File: src/rtl/ps2_kbd_rx.sv
// ps2_kbd_rx: PS/2 keyboard stream receiver.
// Deserialises 11-bit PS/2 frames, checks parity and stop bits, and folds the
// E0 (extended), F0 (release) and E1 (Pause) prefixes into single key events.
// Events are queued in a first-word fall-through FIFO with a valid/ready handshake.
//
// State table (receiver FSM)
//   state    | meaning
//   S_IDLE   | waiting for a start bit (falling ps2_clk with data low)
//   S_DATA   | shifting in 8 data bits, LSB first
//   S_PARITY | capturing the odd-parity bit
//   S_STOP   | capturing the stop bit, then validating and decoding the byte
//
// Ports
//   clk_sys   in   system clock
//   reset_n   in   asynchronous active-low reset
//   ps2_clk   in   PS/2 clock (asynchronous)
//   ps2_data  in   PS/2 data (asynchronous)
//   ev_valid  out  FIFO head holds an event
//   ev_ready  in   consumer accepts the head event
//   ev_data   out  head event {ext, release, code[7:0]}
//   ovf       out  sticky: an event was dropped on a full FIFO
//   ovf_clr   in   clears ovf (a same-cycle drop wins)
//   err_cnt   out  saturating count of rejected frames
module ps2_kbd_rx #(
  parameter int TIMEOUT   = 20000,
  parameter int FIFO_BITS = 2
) (
  input  logic       clk_sys,
  input  logic       reset_n,
  input  logic       ps2_clk,
  input  logic       ps2_data,
  output logic       ev_valid,
  input  logic       ev_ready,
  output logic [9:0] ev_data,
  output logic       ovf,
  input  logic       ovf_clr,
  output logic [7:0] err_cnt
);

  localparam int DEPTH = 1 << FIFO_BITS;
  localparam int WD_W  = $clog2(TIMEOUT + 1);

  localparam logic [7:0] CODE_E0 = 8'hE0;
  localparam logic [7:0] CODE_E1 = 8'hE1;
  localparam logic [7:0] CODE_F0 = 8'hF0;

  typedef enum logic [1:0] {S_IDLE, S_DATA, S_PARITY, S_STOP} rx_state_t;

  // Input synchronisers; clk_prev gives the previous synchronised clock level.
  logic clk_s1, clk_s2, clk_prev;
  logic dat_s1, dat_s2;

  always_ff @(posedge clk_sys or negedge reset_n) begin
    if (!reset_n) begin
      clk_s1   <= 1'b1;
      clk_s2   <= 1'b1;
      clk_prev <= 1'b1;
      dat_s1   <= 1'b1;
      dat_s2   <= 1'b1;
    end else begin
      clk_s1   <= ps2_clk;
      clk_s2   <= clk_s1;
      clk_prev <= clk_s2;
      dat_s1   <= ps2_data;
      dat_s2   <= dat_s1;
    end
  end

  logic fall;
  assign fall = clk_prev & ~clk_s2;

  rx_state_t        state;
  logic [2:0]       bit_cnt;
  logic [7:0]       shreg;
  logic             par_bit;
  logic [WD_W-1:0]  wd_cnt;
  logic             ext_f, rel_f;
  logic [2:0]       skip_cnt;
  logic             push_q;
  logic [9:0]       push_data;

  logic stop_fall, frame_ok, wd_expire, frame_err;
  assign stop_fall = fall && (state == S_STOP);
  // Valid frame: stop bit high and odd parity over data + parity bit.
  assign frame_ok  = dat_s2 && (^{par_bit, shreg});
  // Watchdog is a down-counter reloaded on every falling edge.
  assign wd_expire = (state != S_IDLE) && !fall && (wd_cnt == '0);
  assign frame_err = (stop_fall && !frame_ok) || wd_expire;

  always_ff @(posedge clk_sys or negedge reset_n) begin
    if (!reset_n) begin
      state     <= S_IDLE;
      bit_cnt   <= '0;
      shreg     <= '0;
      par_bit   <= 1'b0;
      wd_cnt    <= WD_W'(TIMEOUT - 1);
      ext_f     <= 1'b0;
      rel_f     <= 1'b0;
      skip_cnt  <= '0;
      push_q    <= 1'b0;
      push_data <= '0;
      err_cnt   <= '0;
    end else begin
      push_q <= 1'b0;

      if (fall) begin
        wd_cnt <= WD_W'(TIMEOUT - 1);
      end else if (state != S_IDLE && wd_cnt != '0) begin
        wd_cnt <= wd_cnt - 1'b1;
      end

      if (wd_expire) begin
        state <= S_IDLE;
      end else if (fall) begin
        case (state)
          S_IDLE: begin
            if (!dat_s2) begin
              state   <= S_DATA;
              bit_cnt <= '0;
            end
          end
          S_DATA: begin
            shreg   <= {dat_s2, shreg[7:1]};
            bit_cnt <= bit_cnt + 3'd1;
            if (bit_cnt == 3'd7) state <= S_PARITY;
          end
          S_PARITY: begin
            par_bit <= dat_s2;
            state   <= S_STOP;
          end
          S_STOP: begin
            state <= S_IDLE;
          end
          default: state <= S_IDLE;
        endcase
      end

      if (frame_err) begin
        ext_f    <= 1'b0;
        rel_f    <= 1'b0;
        skip_cnt <= '0;
        if (err_cnt != 8'hFF) err_cnt <= err_cnt + 8'd1;
      end else if (stop_fall) begin
        // The Pause sequence is E1 followed by 7 bytes; it collapses to a
        // single extended make of 0x77 once the last byte arrives.
        if (skip_cnt != '0) begin
          skip_cnt <= skip_cnt - 3'd1;
          if (skip_cnt == 3'd1) begin
            push_q    <= 1'b1;
            push_data <= {2'b10, 8'h77};
          end
        end else if (shreg == CODE_E1) begin
          skip_cnt <= 3'd7;
        end else if (shreg == CODE_E0) begin
          ext_f <= 1'b1;
        end else if (shreg == CODE_F0) begin
          rel_f <= 1'b1;
        end else begin
          push_q    <= 1'b1;
          push_data <= {ext_f, rel_f, shreg};
          ext_f     <= 1'b0;
          rel_f     <= 1'b0;
        end
      end
    end
  end

  // Event FIFO; the extra pointer bit separates full from empty.
  logic [FIFO_BITS:0] wr_ptr, rd_ptr;
  logic [9:0]         mem [DEPTH];
  logic [9:0]         last_data;
  logic               empty, full, pop, push_ok, drop;

  assign empty   = (wr_ptr == rd_ptr);
  assign full    = (wr_ptr[FIFO_BITS] != rd_ptr[FIFO_BITS]) &&
                   (wr_ptr[FIFO_BITS-1:0] == rd_ptr[FIFO_BITS-1:0]);
  assign ev_valid = !empty;
  assign pop     = ev_valid && ev_ready;
  assign push_ok = push_q && (!full || pop);
  assign drop    = push_q && full && !pop;
  assign ev_data = ev_valid ? mem[rd_ptr[FIFO_BITS-1:0]] : last_data;

  always_ff @(posedge clk_sys) begin
    if (push_ok) mem[wr_ptr[FIFO_BITS-1:0]] <= push_data;
  end

  always_ff @(posedge clk_sys or negedge reset_n) begin
    if (!reset_n) begin
      wr_ptr    <= '0;
      rd_ptr    <= '0;
      ovf       <= 1'b0;
      last_data <= '0;
    end else begin
      last_data <= ev_data;
      if (push_ok) wr_ptr <= wr_ptr + 1'b1;
      if (pop)     rd_ptr <= rd_ptr + 1'b1;
      if (drop)         ovf <= 1'b1;
      else if (ovf_clr) ovf <= 1'b0;
    end
  end

endmodule

File: config.mk
export PLATFORM = sky130hd
export DESIGN_NAME = ps2_kbd_rx
export DESIGN_NICKNAME = d
export VERILOG_FILES = /design/src/rtl/ps2_kbd_rx.sv
export SDC_FILE = /design/constraint.sdc
export NUM_CORES = 1
export LEC_CHECK = 0
export CAP_MARGIN = 25
export CORE_MARGIN = 8
export CORE_UTILIZATION = 57
export DETAILED_ROUTE_END_ITERATION = 8
export DONT_BUFFER_PORTS = 1
export PLACE_DENSITY = 0.73
export SLEW_MARGIN = 20
export SYNTH_ARGS = -nofsm -noshare
export SYNTH_HDL_FRONTEND = slang
export SYNTH_SLANG_ARGS = --single-unit
export TNS_END_PERCENT = 100
File: constraint.sdc
create_clock -name clk_sys -period 2.1 [get_ports clk_sys]
set_input_delay 0 -clock clk_sys [delete_from_list [all_inputs] [get_ports clk_sys]]
set_output_delay 0 -clock clk_sys [all_outputs]
set_load 0.005 [all_outputs]
# == Word level (Yosys, flattened, before mapping) ==
# Memory sizes are Yosys's and may differ from the RTL's.
# Index checks and enable logic that the tools add are counted.
# op_classes
n_shift,0
n_mux,42
eq_ne,23
n_addsub,6
n_div,0
n_bitwise,4
n_mul,0
order_cmp,0
n_reduce_logical,39
# op_table
op,n
two-way mux 10 bit,6
two-way mux 15 bit,2
"== test 8 bit, second input constant",3
two-way mux 1 bit,23
zero test 15 bit,1
two-way mux 3 bit,5
nonzero test 15 bit,1
"subtractor 15 x 1 -> 15 bit, second input constant",1
"inequality test 2 bit, second input constant",7
AND reduction 4 bit,3
nonzero test 2 bit,6
logical AND 1 bit,11
"adder 3 x 1 -> 3 bit, second input constant",3
"inequality test 3 bit, second input constant",3
AND reduction 3 bit,3
parity 9 bit,1
"adder 8 x 1 -> 8 bit, second input constant",1
two-way mux 2 bit,4
"inequality test 8 bit, second input constant",1
case mux 2 bit (4 select lines),1
case mux 3 bit (2 select lines),1
AND reduction 6 bit,1
nonzero test 3 bit,2
zero test 1 bit,5
14 further kinds,19
# totals
word_cells,135
register_bits,75
rom_bits,0
n_memories,1
latch_bits,0
input_bits,6
ram_bits,40
# memory_table
name,words,width,read_ports,rd_clocked_by_memory_dff,write_ports,line,text
mem,4,10,1,0,1,170,logic [9:0] mem [DEPTH];

# == Longest topological paths before layout ==
# Gate-level depths: netlist (run 1).
# logic_depth
word_depth,8
depth_mapped,8
depth_no_buf,7

# == Worst setup path after synthesis (run 1) ==
# No wires, ideal clock.
# synth_path
path_kind,flip-flop to flip-flop
start,register shreg[6]
end,register push_data[1]
setup_time_ns,0.125
path_slack_ns,-0.206
t_required_ns,1.975
arrival_ns,2.182
path_stages_with_launch,8
path_cell_list,dfrtp_1 ha_1 xnor3_1 xnor2_2 a21oi_2 nor3_2 buf_4 mux2_2
# synth_via
elab_chain_len,7
word_cells_on_any_way,13
classes_between,eq/ne (6); bitwise (1); reduce/logical (6)
# synth_rtl
element,line,text
start: declaration,74,logic [7:0] shreg;
start signal: assignment,123,"shreg <= {dat_s2, shreg[7:1]};"
parity 9 bit,85,"assign frame_ok = dat_s2 && (^{par_bit, shreg});"
logical AND 1 bit,85,
zero test 1 bit,88,assign frame_err = (stop_fall && !frame_ok) || wd_expire;
logical AND 1 bit,88,
logical OR 1 bit,88,
NOT 1 bit (no line),-,
AND reduction 6 bit (no line) (*),-,
end signal: assignment,150,"push_data <= {2'b10, 8'h77};"
end signal: assignment,160,"push_data <= {ext_f, rel_f, shreg};"
end: declaration,80,logic [9:0] push_data;
# Mark *: on every way between the ends. The rest lies on a longest branch, timed or not.
# A chain may end at the register's enable or synchronous reset.

# == Worst setup path after layout (run 1) ==
# layout_path
start,register shreg[7]
end,register err_cnt[4]
# layout_via
elab_chain_len,6
# layout_rtl
element,line,text
parity 9 bit,85,
logical AND 1 bit,85,
zero test 1 bit,88,
logical AND 1 bit,88,
logical OR 1 bit,88,
AND reduction 2 bit (no line),-,
end signal: assignment,142,if (err_cnt != 8'hFF) err_cnt <= err_cnt + 8'd1;
end: declaration,37,output logic [7:0] err_cnt
# Every way passes these cells.

==> flow_summary.rst, run 1 <==
.. list-table::
   :header-rows: 1

   * - Metric
     - Value
   * - Async set or reset register ratio after synthesis
     - 0.6522
   * - Actual slew at the worst max-slew pin
     - 0.6678 ns
   * - Average footprint of a synthesized cell
     - 13.01 µm²
   * - Largest stage delay, worst path
     - 0.39 ns
   * - Critical path cell sequence
     - ha_1, xnor3_1, xnor2_2, a21oi_2, buf_6, o2111ai_4, mux2_4
   * - Worst Setup Slack, final
     - -0.09643 ns
   * - CTS tree
     - built
   * - Lkg Pwr
     - 2.854 nW
   * - Routability-driven placement congestion ratio
     - 0.8062
   * - Initial Utilization
     - 0.5799
   * - # IOs
     - 26
   * - CP Class
     - reg -> reg
   * - Vias per inst
     - 5.701
   * - Max Root-Sink Buffers
     - 2
   * - Average wire per standard cell
     - 17.28 µm
   * - Clk slew on worst S/H paths
     - 0.06 ns
   * - Net count of the mapped netlist
     - 436
   * - Buffers on Ports
     - 0
   * - Utilization after layout
     - 0.7340
   * - Min Tclk post-route
     - 2.196 ns
   * - Number of cell rows
     - 35
   * - Cells after DPL
     - 553
   * - Number of enable flip-flop cells after synthesis
     - 40
   * - Setup clock skew after layout
     - 0.006905 ns
   * - Library cells used by synthesis
     - 54
   * - Floorplan Core Area
     - 9153 µm²
   * - Startpoint kind of the worst setup timing path
     - register
   * - DRC violation total after the first TritonRoute iteration
     - 134
   * - Maximum fanout along the worst path
     - 6
   * - Total global routing overflow
     - 0
   * - Register-to-register setup slack
     - -0.1 ns
   * - Type of element capturing the critical path
     - register
   * - Slew Limit Fails
     - 0
   * - Diode insertion count for antenna repair
     - 0
   * - Number of H-tree levels
     - 4
   * - Portion of the post-synthesis area used by sequential elements
     - 0.5832
   * - Cell area after synthesis
     - 5308 µm²
   * - Critical path's slowest cell
     - sky130_fd_sc_hd__xnor3_1
   * - TritonRoute pass-1 iters
     - 5
   * - Remaining number of nets flagged by the antenna check after routing
     - 0
   * - Layout cell share with drive strength beyond 1
     - 0.3443
   * - Reported max-cap violation count
     - 0
   * - Most common flop cell mapped by yosys
     - sky130_fd_sc_hd__dfrtp_1
   * - Buf/Inv on CP
     - 1
   * - CP arrival
     - 2.59 ns
   * - Remaining max-slew budget at the tightest pin
     - 0.5543
   * - # nets final
     - 500
   * - Hold Vio Cnt, Final
     - 0
   * - Root buf cell
     - sky130_fd_sc_hd__clkbuf_8
   * - Overall Global Routing Usage
     - 0.1710
   * - Pin count of the biggest net entering global routing
     - 76
   * - Number of sinks on the clock net
     - 115
   * - Vias post-DR
     - 3398
   * - Die Outline Area
     - 12660 µm²
   * - Post-synthesis to final-layout area growth
     - 26.57%
   * - Via count of the first global-routing pass
     - 3547
   * - Power per Cell Area
     - 1459 nW/µm²
   * - Layout fillers
     - 580
   * - Classification of the worst-slack hold path
     - in -> async
   * - Final TNS setup
     - -0.9268 ns
   * - Tot Pwr
     - 9.803 mW
   * - Largest delay contributor family on the critical path
     - XOR/XNOR gates
   * - Worst VDD drop
     - 1.231 mV
   * - Die width
     - 112.5 µm
   * - Routed wire length
     - 10300 µm
   * - Multi-input logic area
     - 2241 µm²
   * - Most common cell after layout, fill and taps aside
     - sky130_fd_sc_hd__dfrtp_1
   * - Synthesis-stage register bit count
     - 115
   * - Clk Latency, worst-skew pair
     - 0.51 ns
   * - Number of warnings reported in the yosys synthesis log
     - 0
   * - Number of clock buffers inserted by TritonCTS
     - 17
   * - Global-route wire length before repair
     - 16940 µm
   * - Cell count after synthesis
     - 408
   * - Die H
     - 112.5 µm
   * - Most frequent cells in the layout
     - sky130_fd_sc_hd__dfrtp_1 (61), sky130_fd_sc_hd__buf_4 (46), sky130_fd_sc_hd__nand2_1 (40), sky130_fd_sc_hd__edfxtp_1 (40), sky130_fd_sc_hd__inv_1 (24)
   * - Violated checks
     - negative setup slack
   * - Post-layout instance count excluding filler cells
     - 596
   * - DR DRC count
     - 0
   * - Worst path required time
     - 2.49 ns
   * - RSZ-0062 raised after global routing
     - true
   * - Area used by sequential logic in the layout
     - 3095 µm²
   * - Status
     - complete, but fails checks
   * - Part of the cycle the worst path needs
     - 1.046
   * - Final setup violation count
     - 16
   * - Max Clk Rate
     - 0.4553 GHz
   * - Worst Setup Slack post-DPL
     - -0.1065 ns
   * - Dpl hpwl
     - 6327 µm
   * - Antenna violations before repair
     - 0
## repair_timing
action / 4_1_cts / 5_1_grt
cloned: 0 / 0
setup buffers: 3 / 2
hold endpoints to repair: 81 / 0
resized for setup: 19 / 25
setup endpoints to repair: 57 / 29
hold buffers: 7 / 0
pin swaps: 5 / 14
## layout make-up
class	instances	area share
flip-flops and latches	115	0.4608
repair buffers	58	0.07283
well taps	111	0.02067
clock inverters	10	0.03017
clock buffers	22	0.06742
inverters	26	0.01453
multi-input cells	254	0.3336
## registers in the layout, summed over array words and instances (netlist names), 2 cells and up
register   count
rd_ptr         3
wr_ptr         3
shreg          8
state          2
err_cnt        8
mem           40
skip_cnt       3
bit_cnt        3
wd_cnt        15
last_data     10
push_data     10
## synthesized netlist by cell type, drive strengths merged, types with 2 or more instances
cell | count | share of area
xnor2 | 12 | 0.021
mux4 | 10 | 0.042
and3 | 2 | 0.0024
nand2 | 41 | 0.029
o211ai | 3 | 0.0042
edfxtp | 40 | 0.23
nand3 | 8 | 0.0075
ha | 22 | 0.052
a31oi | 3 | 0.0035
or4 | 8 | 0.013
nor4 | 7 | 0.016
mux2i | 5 | 0.0094
and2 | 2 | 0.0024
inv | 26 | 0.018
a21oi | 10 | 0.010
nor3 | 9 | 0.0094
o21ai | 21 | 0.020
dfstp | 14 | 0.069
o2111ai | 3 | 0.0050
nand4 | 5 | 0.0059
nor2 | 19 | 0.013
mux2 | 27 | 0.057
or3 | 2 | 0.0024
dfrtp | 61 | 0.29
nand3b | 3 | 0.0066
a211oi | 2 | 0.0028
xor2 | 9 | 0.015
buf | 4 | 0.0052
o41ai | 2 | 0.0033
clkbuf | 9 | 0.0064
nor2b | 2 | 0.0024
nand2b | 7 | 0.0083
## cells by family after synthesis
group	after synthesis	share of synthesized area
AND/OR/NAND/NOR	119	0.1282
flip-flops	115	0.5832
AO/OA/AOI/OAI	49	0.05729
multiplexers	42	0.1091
buffers and inverters	39	0.02994
XOR/XNOR	22	0.04031
adder cells (fa/ha/maj)	22	0.05186
## final timing paths
check | from | to | depth (start not counted)
setup / recovery | shreg[7]$_DFFE_PN0P_ | err_cnt[4]$_DFFE_PN0P_ | 7
hold / removal | reset_n | rd_ptr[2]$_DFFE_PN0P_ | 2
max in group asynchronous | reset_n | dat_s1$_DFF_PN1_ | 2
min in group clk_sys | ps2_data | dat_s1$_DFF_PN1_ | 1
setup reg to reg | shreg[7]$_DFFE_PN0P_ | err_cnt[4]$_DFFE_PN0P_ | 7
hold reg to reg | dat_s1$_DFF_PN1_ | dat_s2$_DFF_PN1_ | 0
## metrics by stage
stage	hold slack, ns	cell area, µm²
after floorplan	-0.2956	5334
after global placement	-0.2928	5761
after detailed placement	-0.2931	5761
after CTS	0.01508	6595
after global routing	0.005988	6718
final	0.03754	6718
## worst reg2reg max path, cell delays in order, from the launching register on
cell,delay [ns]
sky130_fd_sc_hd__dfrtp_1,0.38
sky130_fd_sc_hd__ha_1,0.33
sky130_fd_sc_hd__xnor3_1,0.39
sky130_fd_sc_hd__xnor2_2,0.16
sky130_fd_sc_hd__a21oi_2,0.19
sky130_fd_sc_hd__buf_6,0.18
sky130_fd_sc_hd__o2111ai_4,0.12
sky130_fd_sc_hd__mux2_4,0.32
## report_power, final
part	switching (mW)	internal, mW
clock	0.949	2.22
combinational	1.64	1.79
sequential	0.339	2.87
## routing by layer
metal	part of all wire	track usage	up-vias
li1	-	-	1604
met1	0.41	0.1851	1711
met2	0.53	0.2947	70
met3	0.046	0.05690	13
met4	0.016	0.08543	0
met5	0	0	-
No activity file was read; power rests on OpenSTA's default activity.
==> run 2, diff against run 1 <==
--- a/config.mk
+++ b/config.mk
@@ -7,10 +7,12 @@
 export LEC_CHECK = 0
 export CAP_MARGIN = 25
 export CORE_MARGIN = 8
-export CORE_UTILIZATION = 57
+export CORE_UTILIZATION = 59
+export CTS_BUF_LIST = sky130_fd_sc_hd__clkbuf_4
 export DETAILED_ROUTE_END_ITERATION = 8
 export DONT_BUFFER_PORTS = 1
-export PLACE_DENSITY = 0.73
+export PLACE_DENSITY = 0.76
+export SETUP_SLACK_MARGIN = 0.05
 export SLEW_MARGIN = 20
 export SYNTH_ARGS = -nofsm -noshare
 export SYNTH_HDL_FRONTEND = slang
==> run 2 against run 1 <==
Effect of this change:
- the run still ends with negative setup slack left
- combinational power is 9.9% higher
- power down 9.9%
- global-route usage decreased by 0.40 points
- non-clock buffer count is 18 higher
- cell area is 1.9% lower
- wire length grew 1.7%
- clock skew up 0.011 ns
- register-to-register slack worse by 0.03 ns
- sequential power hardly changed
- core utilization rose by 2.2 points
- worst setup slack lost 0.033 ns
- fmax decreased by 1.5%
==> flow_summary.rst, run 2 (synthesized netlist as in run 1, its figures left out) <==
.. list-table::
   :header-rows: 1

   * - Metric
     - Value
   * - Clk slew on worst S/H paths
     - 0.10 ns (+0.04 ns)
   * - Die H
     - 110.8 µm (-1.5%)
   * - Remaining number of nets flagged by the antenna check after routing
     - 0 (unchanged)
   * - Cells after DPL
     - 555 (+0.36%)
   * - Worst Setup Slack, final
     - -0.1297 ns (-0.03323 ns)
   * - Start of the worst register-to-register path
     - shreg[4]$_DFFE_PN0P_
   * - Vias post-DR
     - 3419 (+0.62%)
   * - Maximum fanout along the worst path
     - 4 (-2)
   * - TritonRoute pass-1 iters
     - 4 (-1)
   * - Critical path cell sequence
     - inv_2, ha_4, xnor3_1, xnor2_2, a21oi_4, nor3_4, buf_4, mux2_4
   * - Routability-driven placement congestion ratio
     - 0.7805 (-3.2%)
   * - Reported max-cap violation count
     - 0 (unchanged)
   * - Remaining max-slew budget at the tightest pin
     - 0.6066 (+0.05225)
   * - Slew Limit Fails
     - 0 (unchanged)
   * - Worst VDD drop
     - 1.041 mV (-15%)
   * - Worst reg-to-reg path cell count
     - 8 (+1)
   * - Die width
     - 110.8 µm (-1.5%)
   * - Buf/Inv on CP
     - 2 (+1)
   * - Hold Vio Cnt, Final
     - 0 (unchanged)
   * - Number of sinks on the clock net
     - 115 (unchanged)
   * - Number of clock buffers inserted by TritonCTS
     - 17 (unchanged)
   * - CTS tree
     - built
   * - DR DRC count
     - 0 (unchanged)
   * - Dpl hpwl
     - 6614 µm (+4.5%)
   * - Setup clock skew after layout
     - 0.01786 ns (+0.01095 ns)
   * - Number of H-tree levels
     - 4 (unchanged)
   * - Startpoint kind of the worst setup timing path
     - register
   * - Pin count of the biggest net entering global routing
     - 76 (unchanged)
   * - Total global routing overflow
     - 0 (unchanged)
   * - Number of flip-flops in the largest register
     - 40 (unchanged)
   * - Part of the cycle the worst path needs
     - 1.062 (+0.01582)
   * - Combinational share of power
     - 0.427 (+0.078)
   * - Final TNS setup
     - -1.615 ns (-0.6880 ns)
   * - Antenna violations before repair
     - 0 (unchanged)
   * - CP Class
     - reg -> reg
   * - RSZ-0062 raised after global routing
     - true
   * - Root buf cell
     - sky130_fd_sc_hd__clkbuf_4
   * - Register-to-register setup slack
     - -0.13 ns (-0.03 ns)
   * - Power share of the clock group
     - 0.212 (-0.112)
   * - Number of cell rows
     - 34 (-2.9%)
   * - Vias per inst
     - 5.596 (-1.9%)
   * - Floorplan Core Area
     - 8721 µm² (-4.7%)
   * - # nets final
     - 518 (+3.6%)
   * - Max Root-Sink Buffers
     - 2 (unchanged)
   * - Relative contribution of sequential cells to total power
     - 0.362 (+0.035)
   * - Power per Cell Area
     - 1339 nW/µm² (-8.2%)
   * - Routed wire length
     - 10470 µm (+1.7%)
   * - Type of element capturing the critical path
     - register
   * - Post-synthesis to final-layout area growth
     - 24.19%
   * - Final setup violation count
     - 21 (+5)
   * - Crit. Startpoint
     - shreg[4]$_DFFE_PN0P_
   * - Net switching power
     - 2.901 mW (-0.89%)
   * - Worst Setup Slack post-DPL
     - -0.08376 ns (+0.02274 ns)
   * - Critical path's slowest cell
     - sky130_fd_sc_hd__dfrtp_1
   * - # IOs
     - 26 (unchanged)
   * - Worst path required time
     - 2.48 ns (about the same)
   * - Buffers on Ports
     - 0 (unchanged)
   * - Classification of the worst-slack hold path
     - in -> async
   * - Die Outline Area
     - 12290 µm² (-2.9%)
   * - Layout fillers
     - 519 (-11%)
   * - Status
     - complete, but fails checks
   * - Lkg Pwr
     - 2.823 nW (-1.1%)
   * - Overall Global Routing Usage
     - 0.1670 (-0.004025)
   * - Most common cell after layout, fill and taps aside
     - sky130_fd_sc_hd__dfrtp_1
   * - Min Tclk post-route
     - 2.230 ns (+0.03323 ns)
   * - Post-layout instance count excluding filler cells
     - 611 (+2.5%)
   * - CP arrival
     - 2.61 ns (+0.02 ns)
   * - Layout cell share with drive strength beyond 1
     - 0.3817 (+0.03738)
   * - Average wire per standard cell
     - 17.13 µm (-0.83%)
   * - Most frequent cells in the layout
     - sky130_fd_sc_hd__dfrtp_1 (61), sky130_fd_sc_hd__buf_4 (60), sky130_fd_sc_hd__edfxtp_1 (40)
   * - Actual slew at the worst max-slew pin
     - 0.5895 ns (-0.07829 ns)
   * - DRC violation total after the first TritonRoute iteration
     - 145 (+8.2%)
   * - Max Clk Rate
     - 0.4485 GHz (-1.5%)
   * - Switching Fraction
     - 0.3287 (+0.03002)
   * - Via count of the first global-routing pass
     - 3474 (-2.1%)
   * - Cell Int Power
     - 5.927 mW (-14%)
   * - Largest stage delay, worst path
     - 0.40 ns (about the same)
   * - Worst r2r dst
     - push_data[9]$_DFFE_PN0P_
   * - Largest delay contributor family on the critical path
     - XOR/XNOR gates
   * - Global-route wire length before repair
     - 16550 µm (-2.3%)
   * - Diode insertion count for antenna repair
     - 0 (unchanged)
   * - Clk Latency, worst-skew pair
     - 0.50 ns (about the same)
   * - Violated checks
     - negative setup slack
   * - Initial Utilization
     - 0.6086 (+0.02870)
-- run 2: cell count changes in the layout (fill, tap and decap cells not counted), sizes merged --
| cell | delta |
|---|---|
| bufinv | -1 |
| buf | +16 |
| dlygate4sd3 | +2 |
| clkinvlp | -1 |
| clkinv | +4 |
| inv | +1 |
| clkbuf | -3 |
-- run 2: worst register-to-register path, delay by kind of cell, from the launching register on --
family / cells / cell delay, ns
mux: 1 / 0.30
flops: 1 / 0.40
compound gates: 1 / 0.13
buf+inv: 2 / 0.28
xor+xnor: 2 / 0.61
fa+ha+maj: 1 / 0.21
simple gates: 1 / 0.19
-- run 2: layout make-up --
class                   count  area, µm²  share of cell area
flip-flops and latches    115       3095              0.4696
multi-input cells         254       2290              0.3474
repair buffers             76      640.6             0.09719
clock inverters            13      190.2             0.02885
clock buffers              19      142.6             0.02164
well taps                 108      135.1             0.02050
inverters                  26      97.59             0.01481
-- run 2: how the worst max path moves through the flow --
stage,endpoint,slack [ns],cells past startpoint
detailed placement,err_cnt[6]$_DFFE_PN0P_,-0.08,7
floorplan,push_data[1]$_DFFE_PN0P_,-0.12,7
global placement,err_cnt[4]$_DFFE_PN0P_,-0.09,9
global route,push_data[9]$_DFFE_PN0P_,-0.22,8
CTS,err_cnt[6]$_DFFE_PN0P_,-0.07,7
finish,push_data[9]$_DFFE_PN0P_,-0.13,8
-- run 2: metal layers --
metal  share of wire  global-route usage
met5               0                   0
met4           0.018             0.06486
met3           0.045             0.05898
met2            0.53              0.2901
met1            0.40              0.1819
-- run 2: per-stage QoR --
stage | total power [mW] | cell area [µm²] | utilization | hold WS (ns)
floorplan | 5.163 | 5334 | - | -0.2956
global placement | 6.059 | 5787 | 0.6636 | -0.2928
detailed placement | 6.194 | 5798 | 0.6648 | -0.2920
CTS | 8.414 | 6326 | 0.7254 | 0.01957
global route | 9.394 | 6591 | 0.7558 | 0.04901
finish | 8.828 | 6591 | 0.7558 | 0.04942
-- run 2: what timing repair did --
| action | 4_1_cts | 5_1_grt |
|---|---|---|
| gates cloned | 0 | 1 |
| setup endpoints to repair | 43 | 58 |
| resized for setup | 15 | 42 |
| pin swaps | 10 | 12 |
| setup buffers | 7 | 7 |
| endpoints found under the hold margin | 81 | 2 |
| hold buffers | 7 | 2 |
-- run 2: power by group through the flow --
stage | Combinational [mW] | Clock, mW | Sequential, mW
2_1_floorplan | 2.00 | 0 | 3.17
3_3_place_gp | 2.87 | 0 | 3.19
3_5_place_dp | 2.97 | 0 | 3.22
4_1_cts | 3.34 | 1.89 | 3.18
5_1_grt | 4.14 | 2.01 | 3.25
6_report | 3.77 | 1.87 | 3.19
